===== config.mk =====
export PLATFORM = sky130hd
export DESIGN_NAME = fp_add_sequencer
export DESIGN_NICKNAME = d
export VERILOG_FILES = /design/src/rtl/fp_add_sequencer.sv
export SDC_FILE = /design/constraint.sdc
export NUM_CORES = 1
export LEC_CHECK = 0
export ABC_AREA = 1
export BUFFER_PORTS_ARGS = -buffer_cell sky130_fd_sc_hd__buf_2
export CAP_MARGIN = 20
export CORE_MARGIN = 1
export CORE_UTILIZATION = 40
export CTS_CLUSTER_SIZE = 14
export DETAILED_ROUTE_END_ITERATION = 16
export GPL_ROUTABILITY_DRIVEN = 0
export GPL_TIMING_DRIVEN = 0
export PLACE_DENSITY = 0.74
export SYNTH_ARGS = -nofsm -noshare
export SYNTH_HDL_FRONTEND = slang
export SYNTH_SLANG_ARGS = --single-unit

===== constraint.sdc =====
create_clock -name clk -period 1.25 [get_ports clk]
set_input_delay 0.125 -clock clk [delete_from_list [all_inputs] [get_ports clk]]
set_output_delay 0.125 -clock clk [all_outputs]
set_load 0.05 [all_outputs]

===== src/rtl/fp_add_sequencer.sv =====
// Control sequencer for the multi-cycle single-precision FP adder datapath.
// Walks IDLE->ALIGN->ADD->NORM->CHECK->DONE and reports result status via valid/ready.
module fp_add_sequencer #(
   parameter int MANTISSA_N = 25,
   parameter int EXP_N      = 8,
   parameter int SHIFT_W    = $clog2(MANTISSA_N)
) (
   input  logic                 clk,
   input  logic                 rst_n,
   input  logic                 in_valid,
   output logic                 in_ready,
   input  logic [EXP_N:0]       exp_diff,
   input  logic                 sum_carry,
   input  logic                 sum_zero,
   input  logic [EXP_N+1:0]     norm_exp,
   output logic                 load_ops,
   output logic                 swap_ops,
   output logic [SHIFT_W-1:0]   align_shift,
   output logic                 load_align,
   output logic                 load_sum,
   output logic                 shift_right,
   output logic                 load_norm,
   output logic                 out_valid,
   input  logic                 out_ready,
   output logic                 res_zero,
   output logic                 overflow,
   output logic                 underflow,
   output logic                 busy
);

   typedef enum logic [2:0] {IDLE, ALIGN, ADD, NORM, CHECK, DONE} state_t;

   localparam logic [EXP_N:0]          MANT_LIM = (EXP_N+1)'(MANTISSA_N);
   localparam logic [SHIFT_W-1:0]      SHIFT_MAX = SHIFT_W'(MANTISSA_N);
   localparam logic signed [EXP_N+1:0] EXP_MAX  = (EXP_N+2)'((1 << EXP_N) - 1);
   localparam logic signed [EXP_N+1:0] EXP_MIN  = (EXP_N+2)'(1);

   state_t             state;
   logic [EXP_N:0]     diff_mag;
   logic [SHIFT_W-1:0] shift_sat;
   logic               ovf_c, unf_c;

   // Magnitude is unsigned at EXP_N+1 bits so the most negative difference still saturates.
   always_comb begin
      diff_mag  = exp_diff[EXP_N] ? (~exp_diff + 1'b1) : exp_diff;
      shift_sat = (diff_mag >= MANT_LIM) ? SHIFT_MAX : diff_mag[SHIFT_W-1:0];
      ovf_c     = $signed(norm_exp) >= EXP_MAX;
      unf_c     = $signed(norm_exp) < EXP_MIN;
   end

   // Strobes are pure state decodes; load_ops is the accept handshake itself.
   assign load_ops    = (state == IDLE) && in_valid;
   assign load_align  = (state == ALIGN);
   assign load_sum    = (state == ADD);
   assign load_norm   = (state == NORM);
   assign shift_right = (state == NORM) && sum_carry;

   always_ff @(posedge clk) begin
      if (!rst_n) begin
         state       <= IDLE;
         in_ready    <= 1'b1;
         busy        <= 1'b0;
         swap_ops    <= 1'b0;
         align_shift <= '0;
         out_valid   <= 1'b0;
         res_zero    <= 1'b0;
         overflow    <= 1'b0;
         underflow   <= 1'b0;
      end else begin
         case (state)
            IDLE: if (in_valid) begin
               state    <= ALIGN;
               in_ready <= 1'b0;
               busy     <= 1'b1;
            end
            ALIGN: begin
               swap_ops    <= exp_diff[EXP_N];
               align_shift <= shift_sat;
               state       <= ADD;
            end
            ADD: state <= NORM;
            NORM: if (sum_zero) begin
               res_zero  <= 1'b1;
               out_valid <= 1'b1;
               state     <= DONE;
            end else begin
               state <= CHECK;
            end
            CHECK: begin
               overflow  <= ovf_c;
               underflow <= unf_c;
               out_valid <= 1'b1;
               state     <= DONE;
            end
            DONE: if (out_ready) begin
               out_valid   <= 1'b0;
               res_zero    <= 1'b0;
               overflow    <= 1'b0;
               underflow   <= 1'b0;
               swap_ops    <= 1'b0;
               align_shift <= '0;
               in_ready    <= 1'b1;
               busy        <= 1'b0;
               state       <= IDLE;
            end
            default: state <= IDLE;
         endcase
      end
   end

endmodule


==> impl_results.md <==
- Status: finished, violations left
- Failing checks: setup timing
- Pin count of the biggest net entering global routing: 11
- Crit path buffers/inverters: 3
- Initial antenna violation count: 0
- Leakage power: roughly 0.68 nW
- Clock sink count: 15
- Final Setup Violations: 19
- Fin nets: 215
- Synth cell types: 31
- CTS clk-pin slew, worst paths: ~0.09 ns
- RSZ-0062 raised after global routing: yes
- Final WL: between 2000 and 2500 um
- Final min period: approximately 1.4 ns
- Worst endpoint required time: 1.12 ns
- CP Launch Type: flop
- Worst slew margin: between 80% and 90%
- Vias per cell: 4.93
- Max Fanout on Critical Path: 3
- Core box area: 2020 sq um
- Drt drc: 0
- Critical path cell sequence: buf_6 -> inv_4 -> nor3_4 -> and2_4 -> buf_8
- Global-route wire length before repair: 4000 um
- Die area: about 2400 sq um
- Least-Margin Pin Slew: around 0.28 ns
- Number of diodes: 0
- Final Hold Fails: 0
- PD cells: ~1600 nW/um^2
- Final setup TNS: -1.65 ns
- Mapped Nets: about 160
- Synth Warn #: 0
- Post-route cell area: around 1400 sq um
- Die Ht: around 49 um
- Starting DRT DRC Count: 22
- Worst-Skew Late Latency: 0.30 ns
- TritonCTS clock tree: built
- CTS buffer count: 3
- VDD IR-drop max: about 0.0011 V
- Vias in the first global route: between 900 and 1,000
- Placed Area: roughly 1100 sq um
- Die Wd: 49.0 um
- Final WS setup: -0.164 ns
- Setup Crit Path Kind: flop to output pin
- Site row count: 16
- Avg Inst Size Synth: 6.69 sq um
- Drt pass-1 iters: 4
- Total track usage: 21.8%
- Yosys top cell area share: between 30% and 40%
- Starting Density: between 40% and 50%
- CP top delay family: flip-flops
- IO Port Bufs: roughly 40
- Critical path's slowest cell: dfxtp_4
- Ports: between 40 and 50
- Synth Instances: between 100 and 150
- Top cell type by total area after synthesis: dfxtp_1
- Arr. time, crit path: between 1 and 1.5 ns
- Clock Path Buffers: 2
- Grt ovf: 0
- Crit share post-route: 113%
- Ranking of synthesized cells by area: dfxtp_1 (34%), nand2_1 (13%), inv_1 (7.6%)
- Antenna Nets Post-Route: 0
- Root Driver: clkbuf_4
- Mapped cell area: a little under 900 sq um
- Fin. max-slew vios: 0
- Layout Area Growth over Synthesis: 55.2%
- Fin Clk Skew: between 0.002 and 0.0025 ns
- Critical path's largest stage delay: between 0.3 and 0.4 ns
- Worst Setup End Kind: output pin
- Share of layout cells above drive strength 1: a little under 50%
- Hold Path Class: primary input to flop
- Fmax: just over 0.7 GHz
- Half-perimeter wire length after placement: 1640 um
- Register bit count reported by yosys: 15
- Routed len/inst: roughly 11 um
- H-tree depth: 1
- Via Count: about 1,100
- Post-synthesis sequential area ratio: between 30% and 40%
- FILL cells: approximately 190
- Total of max-cap violations: 0
-- cell families (layout without fill, tap and decap cells) --
family | Yosys count | count (layout) | share of synthesized area [%]
flops | 15 | 15 | 34.0
xor+xnor | 1 | 1 | 0.992
buf+inv | 25 | 81 | 11.0
simple gates | 68 | 68 | 38.4
compound gates | 22 | 22 | 14.2
fa+ha+maj | 1 | 1 | 1.42
-- routing by layer --
metal | GRT usage [%] | routed length, um | vias up
met5 | 0 | 0 | -
met4 | 7.35 | 40 | 0
met3 | 4.67 | 129 | 6
met2 | 39.4 | 1190 | 33
met1 | 25.2 | 1040 | 479
li1 | - | - | 543
-- cell type report --
type                            count  area [sq um]  share of cell area [%]
Multi-Input combinational cell     92           566                    41.2
Buffer                              1          7.51                   0.547
Clock inverter                      1          5.00                   0.365
Inverter                           24          97.6                    7.12
Clock buffer                        3          22.5                    1.64
Sequential cell                    15           309                    22.5
Timing Repair Buffer               52           330                    24.1
Tap cell                           27          33.8                    2.46
-- flip-flops by register name, indices dropped and copies added (netlist names) --
signal	flops
res_zero	1
swap_ops	1
in_ready	1
state	3
underflow	1
busy	1
align_shift	5
overflow	1
out_valid	1
-- synth_stat cells, drive strengths merged --
| cell type | count |
|---|---|
| o21a | 1 |
| nand4 | 5 |
| a21oi | 12 |
| a22oi | 1 |
| o211ai | 1 |
| dfxtp | 15 |
| nand3 | 9 |
| nand2 | 33 |
| or2 | 1 |
| inv | 23 |
| buf | 1 |
| ha | 1 |
| o21ai | 5 |
| or3 | 1 |
| o22ai | 1 |
| nor2 | 12 |
| nor4 | 1 |
| nor3 | 5 |
| and2 | 1 |
| xor2 | 1 |
| o31ai | 1 |
| clkinv | 1 |
-- power breakdown --
| group | switching [mW] | total (mW) | leakage, nW | internal (mW) |
|---|---|---|---|---|
| Sequential | 0.0855 | 0.654 | 0.124 | 0.569 |
| Clock | 0.171 | 0.291 | 0.0177 | 0.120 |
| Combinational | 0.732 | 1.19 | 0.535 | 0.460 |
| Total | 0.988 | 2.14 | 0.677 | 1.15 |
-- worst register-to-register path, cell delays in order (launching register included) --
cell and delay, ns:
dfxtp_4 0.40, inv_6 0.06, buf_6 0.11, nor3_4 0.20, inv_2 0.07, nor2_4 0.16
inv_2 0.07, nand2_2 0.06, inv_2 0.05, o21ai_2 0.05, inv_1 0.05
-- metrics by stage --
step	power (mW)	util (%)	hold WS (ns)	cells	setup WS (ns)
2_1_floorplan	1.27	-	0.242	132	-0.132
3_3_place_gp	1.44	56.6	0.392	200	-0.0605
3_5_place_dp	1.46	56.6	0.400	200	-0.0902
4_1_cts	1.98	64.3	0.0945	213	-0.118
5_1_grt	2.26	67.8	0.0850	215	-0.211
6_report	2.14	67.8	0.0895	215	-0.164
-- repair_timing --
| item | in CTS | in global routing |
|---|---|---|
| setup endpoints to repair | 5 | 17 |
| resized for setup | 20 | 18 |
| hold buffers | 0 | 0 |
| pin swaps | 5 | 9 |
| gates cloned | 0 | 0 |
| buffers inserted | 9 | 2 |
-- layout by cell type, fill, tap and decap left out, types with 2 or more instances in the layout --
cell and n:
a21oi_2 2, o21ai_1 3, inv_2 8, buf_4 10, buf_2 36, o21ai_2 2
nand3_1 8, nand2_1 29, buf_6 6, nand4_1 5, dfxtp_4 2, nor2_1 5
nor3_4 3, inv_1 13, nand2_2 4, dfxtp_1 12, nor2_4 4, a21oi_1 10
clkbuf_4 3, nor2_2 3
-- final timing paths --
kind / start / end / slack [ns] / depth (start not counted)
max: state[1] / shift_right / -0.16 / 5
min: sum_zero / res_zero / 0.09 / 3
max reg2reg: state[0] / busy / -0.13 / 10
min reg2reg: swap_ops / swap_ops / 0.46 / 2
Note: power is estimated with default switching activity, not from simulation.
